### src/rtl/rx_bit_decoder.sv
// -----------------------------------------------------------------------------
// rx_bit_decoder
//
// USB full-speed receive stage placed right after the RX bit-timing block.
// On each en_sample strobe it looks at the line state, NRZI-decodes J/K
// symbols, removes stuffed bits and assembles bits LSB-first into bytes.
// It also recognises the SE0 -> J end-of-packet sequence and illegal line
// states, and reports each of these with a one-cycle pulse.
//
// Ports:
//   clk        - system clock, all logic on the rising edge
//   n_rst      - synchronous reset, active-high despite its name
//   d_plus     - USB D+ line, already synchronised
//   d_minus    - USB D- line, already synchronised
//   en_sample  - one-cycle mid-bit sample strobe
//   rx_data    - last completed byte, bit 0 is the first bit received
//   byte_ready - one-cycle pulse when rx_data has just been updated
//   eop        - one-cycle pulse on end of packet (SE0 followed by J)
//   align_err  - pulses together with eop when a partial byte was pending
//   stuff_err  - one-cycle pulse on a bit-stuffing violation
//   line_err   - one-cycle pulse on an illegal line state
// -----------------------------------------------------------------------------
module rx_bit_decoder #(
  parameter int STUFF_LEN = 6
) (
  input  logic       clk,
  input  logic       n_rst,
  input  logic       d_plus,
  input  logic       d_minus,
  input  logic       en_sample,
  output logic [7:0] rx_data,
  output logic       byte_ready,
  output logic       eop,
  output logic       align_err,
  output logic       stuff_err,
  output logic       line_err
);

  typedef enum logic {
    RECV     = 1'b0,
    SE0_SEEN = 1'b1
  } state_t;

  // Line states as {d_plus, d_minus}.
  localparam logic [1:0] LINE_SE0 = 2'b00;
  localparam logic [1:0] LINE_K   = 2'b01;
  localparam logic [1:0] LINE_J   = 2'b10;
  localparam logic [1:0] LINE_SE1 = 2'b11;

  localparam logic [2:0] STUFF_MAX = 3'(STUFF_LEN);

  // prev_line is kept as a single bit: 1 = J, 0 = K. After an SE0 or SE1
  // the reference for the next NRZI decision is always J.
  state_t     state_q,      state_d;
  logic       prev_line_q,  prev_line_d;
  logic [2:0] ones_cnt_q,   ones_cnt_d;
  logic [2:0] bit_cnt_q,    bit_cnt_d;
  logic [7:0] shift_q,      shift_d;
  logic [7:0] rx_data_q,    rx_data_d;
  logic       byte_ready_q, byte_ready_d;
  logic       eop_q,        eop_d;
  logic       align_err_q,  align_err_d;
  logic       stuff_err_q,  stuff_err_d;
  logic       line_err_q,   line_err_d;

  logic [1:0] line;
  logic       dec_bit;

  assign line    = {d_plus, d_minus};
  // NRZI: no transition means 1. For J/K samples d_plus alone identifies
  // the symbol, so it compares directly with the 1-bit prev_line.
  assign dec_bit = (d_plus == prev_line_q);

  // Next-state logic. Everything holds and all pulses are low unless a
  // sample strobe arrives; a stuffed bit is checked before byte completion
  // so it never advances bit_cnt.
  always_comb begin
    state_d      = state_q;
    prev_line_d  = prev_line_q;
    ones_cnt_d   = ones_cnt_q;
    bit_cnt_d    = bit_cnt_q;
    shift_d      = shift_q;
    rx_data_d    = rx_data_q;
    byte_ready_d = 1'b0;
    eop_d        = 1'b0;
    align_err_d  = 1'b0;
    stuff_err_d  = 1'b0;
    line_err_d   = 1'b0;

    if (en_sample) begin
      if (line == LINE_SE1) begin
        line_err_d  = 1'b1;
        bit_cnt_d   = 3'd0;
        ones_cnt_d  = 3'd0;
        prev_line_d = 1'b1;
        state_d     = RECV;
      end else if (line == LINE_SE0) begin
        if (state_q == RECV) begin
          state_d     = SE0_SEEN;
          prev_line_d = 1'b1;
        end
      end else if (state_q == SE0_SEEN) begin
        bit_cnt_d  = 3'd0;
        ones_cnt_d = 3'd0;
        state_d    = RECV;
        if (line == LINE_J) begin
          eop_d       = 1'b1;
          align_err_d = (bit_cnt_q != 3'd0);
        end else begin
          line_err_d  = 1'b1;
          prev_line_d = 1'b0;
        end
      end else begin
        prev_line_d = d_plus;
        if (ones_cnt_q == STUFF_MAX) begin
          // Expected stuffed 0; a 1 here breaks the stuffing rule and the
          // partial byte can no longer be trusted.
          ones_cnt_d = 3'd0;
          if (dec_bit) begin
            stuff_err_d = 1'b1;
            bit_cnt_d   = 3'd0;
          end
        end else begin
          shift_d    = {dec_bit, shift_q[7:1]};
          ones_cnt_d = dec_bit ? ones_cnt_q + 3'd1 : 3'd0;
          bit_cnt_d  = bit_cnt_q + 3'd1;
          if (bit_cnt_q == 3'd7) begin
            rx_data_d    = {dec_bit, shift_q[7:1]};
            byte_ready_d = 1'b1;
          end
        end
      end
    end
  end

  // State register with synchronous reset; reset wins over en_sample.
  always_ff @(posedge clk) begin
    if (n_rst) begin
      state_q      <= RECV;
      prev_line_q  <= 1'b1;
      ones_cnt_q   <= 3'd0;
      bit_cnt_q    <= 3'd0;
      shift_q      <= 8'h00;
      rx_data_q    <= 8'h00;
      byte_ready_q <= 1'b0;
      eop_q        <= 1'b0;
      align_err_q  <= 1'b0;
      stuff_err_q  <= 1'b0;
      line_err_q   <= 1'b0;
    end else begin
      state_q      <= state_d;
      prev_line_q  <= prev_line_d;
      ones_cnt_q   <= ones_cnt_d;
      bit_cnt_q    <= bit_cnt_d;
      shift_q      <= shift_d;
      rx_data_q    <= rx_data_d;
      byte_ready_q <= byte_ready_d;
      eop_q        <= eop_d;
      align_err_q  <= align_err_d;
      stuff_err_q  <= stuff_err_d;
      line_err_q   <= line_err_d;
    end
  end

  assign rx_data    = rx_data_q;
  assign byte_ready = byte_ready_q;
  assign eop        = eop_q;
  assign align_err  = align_err_q;
  assign stuff_err  = stuff_err_q;
  assign line_err   = line_err_q;

endmodule

### config.mk
export PLATFORM = sky130hd
export DESIGN_NAME = rx_bit_decoder
export DESIGN_NICKNAME = d
export VERILOG_FILES = /design/src/rtl/rx_bit_decoder.sv
export SDC_FILE = /design/constraint.sdc
export NUM_CORES = 1
export LEC_CHECK = 0
export ABC_CLOCK_PERIOD_IN_PS = 1600
export BUFFER_PORTS_ARGS = -buffer_cell sky130_fd_sc_hd__buf_2
export CAP_MARGIN = 20
export CORE_ASPECT_RATIO = 0.5
export CORE_MARGIN = 4
export CORE_UTILIZATION = 50
export DETAILED_ROUTE_END_ITERATION = 8
export PLACE_DENSITY_LB_ADDON = 0.1
export SLEW_MARGIN = 20
export SYNTH_ARGS = -nofsm -noshare
export SYNTH_HDL_FRONTEND = slang
export SYNTH_SLANG_ARGS = --single-unit
### constraint.sdc
create_clock -name clk -period 1.6 [get_ports clk]
set_input_delay 0.16 -clock clk [delete_from_list [all_inputs] [get_ports clk]]
set_output_delay 0.16 -clock clk [all_outputs]
set_load 0.05 [all_outputs]
==> flow_metrics.tcl, run 1 <==
set metrics [dict create \
    status "finished clean" \
    post-route-util_pct 66.56 \
    insertion_delay_ps 280 \
    synth_top_family_by_area "compound AO/OA/AOI/OAI gates" \
    syn_avg_cell_area_um2 9.014 \
    antenna_found_initial 0 \
    syn_nets 160 \
    tightestPinTransition_ps 406.8 \
    muxShareOfSynthArea_pct 2.266 \
    via_per_inst 5.621 \
    ys_top_cells_by_area "dfxtp_1 (42%), ha_1 (7.6%), a311oi_1 (4.6%)" \
    grt_pass1_vias 1018 \
    initial_core_util_pct 56.21 \
    leakage_nw 0.6469 \
    skew_ps 5.539 \
    core_area_um2 2357 \
    ys_types 33 \
    synthXorXnorAreaFrac_pct 1.322 \
    slew_headroom_pct 72.85 \
    ant_nets 0 \
    area_growth_pct 18.41 \
    setup_viol_count_final 0 \
    critical_path_required_ps 1820 \
    grt_pass1_wl_um 4692 \
    initialDrtViolationCount 76 \
    diodes 0 \
    peakVddDrop_mv 0.4701 \
    clkSinkCount 28 \
    die_width_um 80.80 \
    synth-simple-area-share_pct 14.54 \
    place_hpwl_um 2047 \
    setup_tns_ps 0 \
    dp_worst_setup_slack_ps 37.13 \
    cts_htree_levels 1 \
    path_class "reg2reg" \
    first_pass_iters 4 \
    synth_area_leader_cell "dfxtp_1" \
    grt_max_degree 17 \
    crit_arrival_ps 1770 \
    fin_hold_ws_ps 204.9 \
    synth_cells 147 \
    hold_path_class "in2reg" \
    placementRows 12 \
    cts_buffer_depth 2 \
    dr_total_vias 1141 \
    ys_warn_count 0 \
    yosysSeqAreaShare_pct 42.30 \
    period_minus_slack_ps 1553 \
    clk_pin_slew_worst_paths_ps 100 \
    critPathLaunchType "register" \
    power_density_nw_per_um2 922.2 \
    synth-seq-cells 28 \
    hold_viol_final 0 \
    critPathMaxFanout 5 \
    dieHeight_um 44.40 \
    drive_gt1_share_pct 27.98 \
    worst_slack_ps 47.13 \
    clock.fmax_ghz 0.6440 \
    maxCapViolCount 0 \
    overflow 0 \
    post_drt_wl_per_cell_um 14.23 \
    slew_viol_final 0 \
    io_pins 18 \
    cts_tree "built" \
    clockRootBuffer "clkbuf_8" \
    syn_area_um2 1325 \
    synth_compound_area_share_pct 23.42 \
    synth_fa_ha_area_share_pct 7.554 \
    drc 0 \
    nets 182 \
    routed_wl_um 2888 \
    hold_buffers 0 \
    place_congestion 0.7721 \
    synth_top_area_share_pct 42.30 \
    dieArea_um2 3588 \
    io_buffers 17 \
    cts_buffers 3 \
    grt_usage_pct 16.94 \
    endpoint_kind "register" \
    post-route-period-util_pct 97.05 \
]
-- metrics by stage --
step / cells / power, mW / area, um2
3_3_place_gp: 199 / 0.8911 / 1485
5_1_grt: 203 / 1.500 / 1569
4_1_cts: 203 / 1.449 / 1556
6_report: 203 / 1.447 / 1569
3_5_place_dp: 199 / 0.8936 / 1485
2_1_floorplan: 147 / 0.8348 / 1328
-- what timing repair did --
item	CTS	global route
resized for setup	0	3
endpoints found under the setup margin	0	10
buffers inserted	0	0
hold endpoints to repair	0	0
-- path summary, 6_finish.rpt --
check | from | end | slack (ps) | cells after the start
max | ones_cnt_q[0]$_SDFFE_PP0P_ | ones_cnt_q[1]$_SDFFE_PP0P_ | 50 | 5
min | en_sample | line_err$_SDFF_PP0_ | 200 | 2
max reg2reg | ones_cnt_q[0]$_SDFFE_PP0P_ | ones_cnt_q[1]$_SDFFE_PP0P_ | 50 | 5
min reg2reg | rx_data[7]$_SDFFE_PP0P_ | rx_data[7]$_SDFFE_PP0P_ | 460 | 2
-- state kept, by name, indices dropped and copies added, names as in the netlist, 3 cells and up --
register and flops:
bit_cnt_q 3, ones_cnt_q 3, rx_data 8, shift_q 7
-- cell families after synthesis --
family / Yosys count
adder cells (fa/ha/maj): 8
flip-flops: 28
XOR/XNOR: 2
buffers and inverters: 26
AO/OA/AOI/OAI: 42
AND/OR/NAND/NOR: 38
multiplexers: 3
-- where the power goes --
part	switching, mW	internal [mW]	leakage [nW]	total (mW)
clock network	0.229	0.335	0.0357	0.564
logic	0.0987	0.0646	0.384	0.163
registers	0.0114	0.708	0.227	0.720
total	0.339	1.11	0.647	1.45
-- layout make-up --
cell class	instances	area, um2
fill	206	788.3
multi-input combinational	93	664.4
sequential	28	561.8
timing repair buffer	29	175.2
inverter	14	52.55
tap	35	43.79
clock buffer	3	41.29
clock inverter	1	30.03
-- synth_stat cells (all sizes together) --
cell,count
dfxtp,28
buf,6
nand2b,2
xor2,1
nand2,10
nor3,2
mux2i,3
a311oi,7
o221a,1
nor2b,3
a41oi,1
nor4,1
xnor2,1
ha,8
a211o,2
a31oi,1
a211oi,2
or4,1
nand4,3
nor2,5
clkbuf,6
nand3,9
a21oi,11
a31o,7
nor3b,1
o21ai,8
o32ai,2
inv,14
and3,1
-- layer usage --
metal  wire, um  global-route usage (%)  part of all wire [%]
met5          0                       0                     0
met4          6                   2.020                  0.21
met3        138                   4.878                   4.8
met2       1341                   29.04                    46
met1       1402                   22.00                    49
-- critical path: stages (launching register included) --
cell,delay (ps)
dfxtp_2,340
inv_1,70
ha_4,190
a211o_1,270
or4_4,480
a21oi_2,130
-- placed cells by master, fill, tap and decap left out --
| cell | count |
|---|---|
| dfxtp_2 | 1 |
| o32ai_1 | 2 |
| nor2b_1 | 3 |
| a31oi_1 | 1 |
| o21ai_0 | 8 |
| a211oi_1 | 1 |
| nor3_1 | 2 |
| nor2_1 | 5 |
| ha_1 | 7 |
| xor2_1 | 1 |
| nor3b_1 | 1 |
| nor4_1 | 1 |
| a311oi_1 | 7 |
| or4_4 | 1 |
| a211oi_4 | 1 |
| a21oi_2 | 1 |
| xnor2_1 | 1 |
| and3_2 | 1 |
| nand2_1 | 10 |
| clkbuf_8 | 3 |
| a41oi_1 | 1 |
| inv_1 | 14 |
| a31o_2 | 7 |
| dfxtp_1 | 27 |
| o221a_2 | 1 |
| a211o_1 | 2 |
| nand2b_1 | 2 |
| bufinv_16 | 1 |
| nand4_1 | 3 |
| buf_4 | 12 |
| nand3_1 | 9 |
| ha_4 | 1 |
| buf_2 | 17 |
| a21oi_1 | 10 |
| mux2i_1 | 3 |
(Power assumes the default switching activity.)
==> inputs of run 2 (changes only) <==
Settings changed: REMOVE_ABC_BUFFERS from default to 1, SETUP_SLACK_MARGIN from default to 0.3, SKIP_LAST_GASP from default to 1.
==> run 2 against run 1 <==
  * First-iteration DRC count decreased by 43%
  * Combinational power increased by 36%
  * Clock power about the same
  * Worst hold slack got worse by 70 ps
  * Clock-buffer cell count unchanged
  * Critical endpoint unchanged
  * Largest cell class unchanged
  * Largest power group unchanged
  * Highest routed layer unchanged
==> flow_metrics.tcl, run 2 (synthesized netlist as in run 1, its figures left out) <==
set metrics [dict create \
    power_mw 1.509 \
    clockRootBuffer "clkbuf_8" \
    overflow 0 \
    fin_hold_ws_ps 134.8 \
    place_hpwl_um 2005 \
    insertion_delay_ps 280 \
    leakage_nw 0.7186 \
    critical_path_required_ps 1820 \
    maxCapViolCount 0 \
    post_dp_cell_area_um2 1483 \
    place_congestion 0.7714 \
    drc 0 \
    rrSetupSlack_ps 80 \
    setup_tns_ps 0 \
    peakVddDrop_mv 0.5661 \
    via_per_inst 5.731 \
    critPathMaxFanout 3 \
    worst_slack_ps 80.89 \
    initialDrtViolationCount 43 \
    crit_arrival_ps 1740 \
    placementRows 12 \
    hold_path_class "in2reg" \
    seq_power_share_pct 47.8 \
    fin_area_um2 1792 \
    dr_total_vias 1215 \
    status "finished clean" \
    antenna_found_initial 0 \
    routed_wl_um 3350 \
    tightestPinTransition_ps 500.7 \
    endpoint "ones_cnt_q[1]$_SDFFE_PP0P_" \
    cts_tree "built" \
    skew_ps 3.124 \
    io_pins 18 \
    crit_slowest_cell "or4_4" \
    reg2reg_from "ones_cnt_q[0]$_SDFFE_PP0P_" \
    dieHeight_um 44.40 \
    slew_headroom_pct 66.38 \
    largest_reg_flops 8 \
    worst-path-stages 5 \
    die_width_um 80.80 \
    hold_viol_final 0 \
    post-route-period-util_pct 94.94 \
    post_drt_wl_per_cell_um 15.80 \
    cts_htree_levels 1 \
    p_int_mw 1.134 \
    first_pass_iters 4 \
    rr_worst_depth 5 \
    drive_gt1_share_pct 43.50 \
    diodes 0 \
    path_buf_inv 1 \
    dp_worst_setup_slack_ps -73.62 \
    critPathMaxStageDelay_ps 490 \
    critPathLaunchType "register" \
    rr_endpoint "ones_cnt_q[1]$_SDFFE_PP0P_" \
    dieArea_um2 3588 \
    cts_buffers 3 \
    setup_viol_count_final 0 \
    grt_usage_pct 19.69 \
    clkSinkCount 28 \
    cp-startpoint "ones_cnt_q[0]$_SDFFE_PP0P_" \
    slew_viol_final 0 \
    grt_pass1_wl_um 5375 \
    power_density_nw_per_um2 842.0 \
    area_growth_pct 35.22 \
    endpoint_kind "register" \
    cp_cell_sequence "inv_2 -> ha_4 -> a211o_1 -> or4_4 -> a21oi_2" \
    core_area_um2 2357 \
    post-route-util_pct 76.01 \
    rsz0062_at_grt "true" \
    place_inst 199 \
    clock.fmax_ghz 0.6583 \
    layout_commonest_cell "dfxtp_1" \
    initial_core_util_pct 56.21 \
    p_sw_share_pct 24.83 \
    final_cell_mix "dfxtp_1 (27), buf_2 (17), buf_4 (14)" \
    grt_pass1_vias 1109 \
    grt_max_degree 20 \
    ant_nets 0 \
    period_minus_slack_ps 1519 \
    path_class "reg2reg" \
    cts_buffer_depth 2 \
    crit_family "simple AND/OR/NAND/NOR gates" \
    instances_no_fill 212 \
    clkPwrFrac_pct 37.5 \
    clk_pin_slew_worst_paths_ps 100 \
    combPwrFrac_pct 14.7 \
    io_buffers 17 \
    nets 191 \
    switching_power_mw 0.3746 \
]
[run 2: cell types whose count changed in the layout (fill, tap and decap cells not counted), moves of 2 or more]
| cell | delta |
|---|---|
| a311oi_1 | -4 |
| o21ai_0 | -7 |
| buf_6 | +6 |
| o21ai_2 | +6 |
| buf_4 | +2 |
| nand3_1 | -2 |
| a311oi_2 | +4 |
| a21oi_1 | -2 |
| a21oi_2 | +2 |
[run 2: cell type report]
class | count | area, um2
multi-input combinational | 93 | 789.5
fill | 180 | 565.5
sequential | 28 | 561.8
timing repair buffer | 38 | 272.8
inverter | 14 | 52.55
tap | 35 | 43.79
clock buffer | 3 | 41.29
clock inverter | 1 | 30.03
[run 2: power groups by stage]
stage               logic [mW]  registers (mW)  clock network, mW
floorplan               0.0802           0.736                  0
global placement         0.153           0.735                  0
detailed placement       0.157           0.735                  0
CTS                      0.199           0.720              0.569
global route             0.239           0.723              0.605
finish                   0.222           0.721              0.565
[run 2: per-layer routing]
| metal | global-route usage (%) | share of wire (%) |
|---|---|---|
| met1 | 24.72 | 46 |
| met2 | 35.24 | 49 |
| met3 | 4.268 | 3.9 |
| met4 | 4.040 | 0.75 |
| met5 | 0 | 0 |
[run 2: how the worst min path moves through the flow]
| stage | from | endpoint | cells after the start |
|---|---|---|---|
| finish | n_rst | ones_cnt_q[1]$_SDFFE_PP0P_ | 2 |
| global route | n_rst | ones_cnt_q[1]$_SDFFE_PP0P_ | 2 |
| CTS | n_rst | ones_cnt_q[1]$_SDFFE_PP0P_ | 2 |
| detailed placement | n_rst | ones_cnt_q[1]$_SDFFE_PP0P_ | 2 |
| global placement | n_rst | ones_cnt_q[1]$_SDFFE_PP0P_ | 2 |
| floorplan | n_rst | ones_cnt_q[1]$_SDFFE_PP0P_ | 1 |
[run 2: what timing repair did]
item / CTS / global route
hold buffers: 0 / 0
buffers inserted: 5 / 3
cloned: 1 / 0
setup endpoints to repair: 21 / 23
resized for setup: 36 / 8
pin swaps: 14 / 3
==> inputs of run 3 (changes only) <==
Settings changed: ABC_AREA from default to 1, CELL_PAD_IN_SITES_DETAIL_PLACEMENT from default to 0, CELL_PAD_IN_SITES_GLOBAL_PLACEMENT from default to 1, CORE_UTILIZATION 50 to 37.
==> run 3 against run 2 <==
  * Clock power fell by 21%
  * Largest cell class unchanged
  * Worst hold slack improved by 43 ps
  * Non-clock buffer count fell by 7
  * Highest routed layer unchanged
==> flow_metrics.tcl, run 3 <==
set metrics [dict create \
    syn_avg_cell_area_um2 8.458 \
    synth-seq-cells 28 \
    syn_area_um2 1269 \
    slew_viol_final 0 \
    ant_nets 0 \
    place_congestion 0.8266 \
    io_buffers 17 \
    synth_top_area_share_pct 44.18 \
    clkSinkCount 28 \
    power_density_nw_per_um2 804.6 \
    grt_usage_pct 12.29 \
    final_cell_mix "nand2_1 (26), dfxtp_1 (26), buf_2 (17)" \
    clkPwrFrac_pct 32.1 \
    critPathMaxFanout 5 \
    p_sw_share_pct 25.80 \
    nets 197 \
    clockRootBuffer "clkbuf_8" \
    dr_total_vias 1037 \
    area_growth_pct 35.60 \
    setup_viol_count_final 0 \
    hold_viol_final 0 \
    critPathLaunchType "register" \
    p_int_mw 1.027 \
    initialDrtViolationCount 17 \
    grt_pass1_vias 968 \
    combPwrFrac_pct 15.2 \
    first_pass_iters 4 \
    ys_warn_count 0 \
    yosysSeqAreaShare_pct 44.18 \
    tightestPinTransition_ps 256.5 \
    clk_pin_slew_worst_paths_ps 100 \
    place_hpwl_um 1805 \
    die_width_um 90.81 \
    dieArea_um2 4486 \
    critical_path_required_ps 1780 \
    worst_slack_ps 317.9 \
    endpoint_kind "register" \
    period_minus_slack_ps 1282 \
    diodes 0 \
    crit_arrival_ps 1460 \
    drive_gt1_share_pct 43.17 \
    maxCapViolCount 0 \
    initial_core_util_pct 40.46 \
    dp_worst_setup_slack_ps 142.4 \
    insertion_delay_ps 280 \
    rsz0062_at_grt "true" \
    cts_htree_levels 1 \
    placementRows 14 \
    setup_tns_ps 0 \
    leakage_nw 0.7973 \
    ys_types 23 \
    via_per_inst 4.650 \
    synthArstFlopShare_pct 0 \
    routed_wl_um 2711 \
    hold_path_class "in2reg" \
    clock.fmax_ghz 0.7799 \
    io_pins 18 \
    peakVddDrop_mv 0.3464 \
    grt_pass1_wl_um 4471 \
    register_area_um2 563.0 \
    synth-edff-count 0 \
    ys_top_cells_by_area "dfxtp_1 (44%), nand2_1 (8.6%), ha_1 (7.9%)" \
    dieHeight_um 49.41 \
    path_class "reg2reg" \
    multi_input_area_um2 735.7 \
    cts_buffer_depth 2 \
    overflow 0 \
    status "finished clean" \
    fillCellCount 302 \
    synth_cells 150 \
    antenna_found_initial 0 \
    post-route-period-util_pct 80.13 \
    skew_ps 5.307 \
    synth_area_leader_cell "dfxtp_1" \
    cts_tree "built" \
    grt_max_degree 17 \
    drc 0 \
    largest_reg_flops 8 \
    core_area_um2 3136 \
    power_mw 1.384 \
    switching_power_mw 0.3571 \
    post_drt_wl_per_cell_um 12.16 \
    seq_power_share_pct 52.7 \
    cts_buffers 3 \
    yosysMostFrequentCell "nand2_1" \
    synthTopCellsByCount "nand2_1 (29), dfxtp_1 (28), inv_1 (15), nor2_1 (15), a21oi_1 (10)" \
    slew_headroom_pct 82.75 \
    ys.flop_type "dfxtp_1" \
]
==> run 3: timing repair <==
item | CTS | global route
hold buffers | 0 | 0
pin swaps | 11 | 8
buffers inserted | 7 | 1
setup endpoints to repair | 20 | 20
gates resized for setup | 25 | 13
cloned | 2 | 0
endpoints found under the hold margin | 0 | 0
==> run 3: kinds of logic after synthesis <==
family                   Yosys count  share of synthesized area, %
adder cells (fa/ha/maj)            8                         7.890
AO/OA/AOI/OAI                     29                         14.20
AND/OR/NAND/NOR                   65                         25.94
flip-flops                        28                         44.18
buffers and inverters             19                         7.100
XOR/XNOR                           1                        0.6905
==> run 3: power groups by stage <==
stage	Clock, mW	Combinational (mW)	Sequential [mW]
4_1_cts	0.464	0.201	0.728
3_5_place_dp	0	0.149	0.742
5_1_grt	0.486	0.229	0.732
2_1_floorplan	0	0.0911	0.743
6_report	0.445	0.210	0.729
3_3_place_gp	0	0.150	0.742
==> run 3: worst max-delay path, cell delays in order (launching register included) <==
cell and delay [ps]:
dfxtp_2 350, inv_2 50, ha_4 160, nand2_4 60
nand2_4 60, nor2_8 140, buf_12 140, nand2_8 70
o21ai_2 120, nor2_1 50
==> run 3: metal layers <==
layer  routed length (um)  vias to the layer above  global-route usage [%]
met5                    0                        -                       0
met4                   12                        0                   2.250
met3                  124                        2                   4.314
met2                 1179                       14                   20.12
met1                 1394                      466                   15.82
li1                     -                      555                       -
==> run 3: stage by stage <==
stage	hold slack, ps	cell area, um2	std cells	util, %
6_report	178.2	1720	223	54.87
5_1_grt	179.1	1720	223	54.87
4_1_cts	175.4	1668	222	53.19
3_5_place_dp	452.1	1424	209	45.41
3_3_place_gp	449.9	1424	209	45.41
2_1_floorplan	222.4	1239	147	-
==> run 3: layout make-up <==
type,instances,share of cell area (%)
inverter,16,3.636
multi-input combinational,104,42.76
timing repair buffer,31,14.76
sequential,28,32.73
clock buffer,4,3.200
tap,40,2.909
==> run 3: path summary, 6_finish.rpt <==
path / start / end / slack [ps] / cells past startpoint
worst max-delay path: ones_cnt_q[0]$_SDFFE_PP0P_ / rx_data[6]$_SDFFE_PP0P_ / 320 / 9
worst min-delay path: en_sample / align_err$_SDFF_PP0_ / 180 / 3
worst max register to register: ones_cnt_q[0]$_SDFFE_PP0P_ / rx_data[6]$_SDFFE_PP0P_ / 320 / 9
worst min register to register: rx_data[3]$_SDFFE_PP0P_ / rx_data[3]$_SDFFE_PP0P_ / 470 / 2
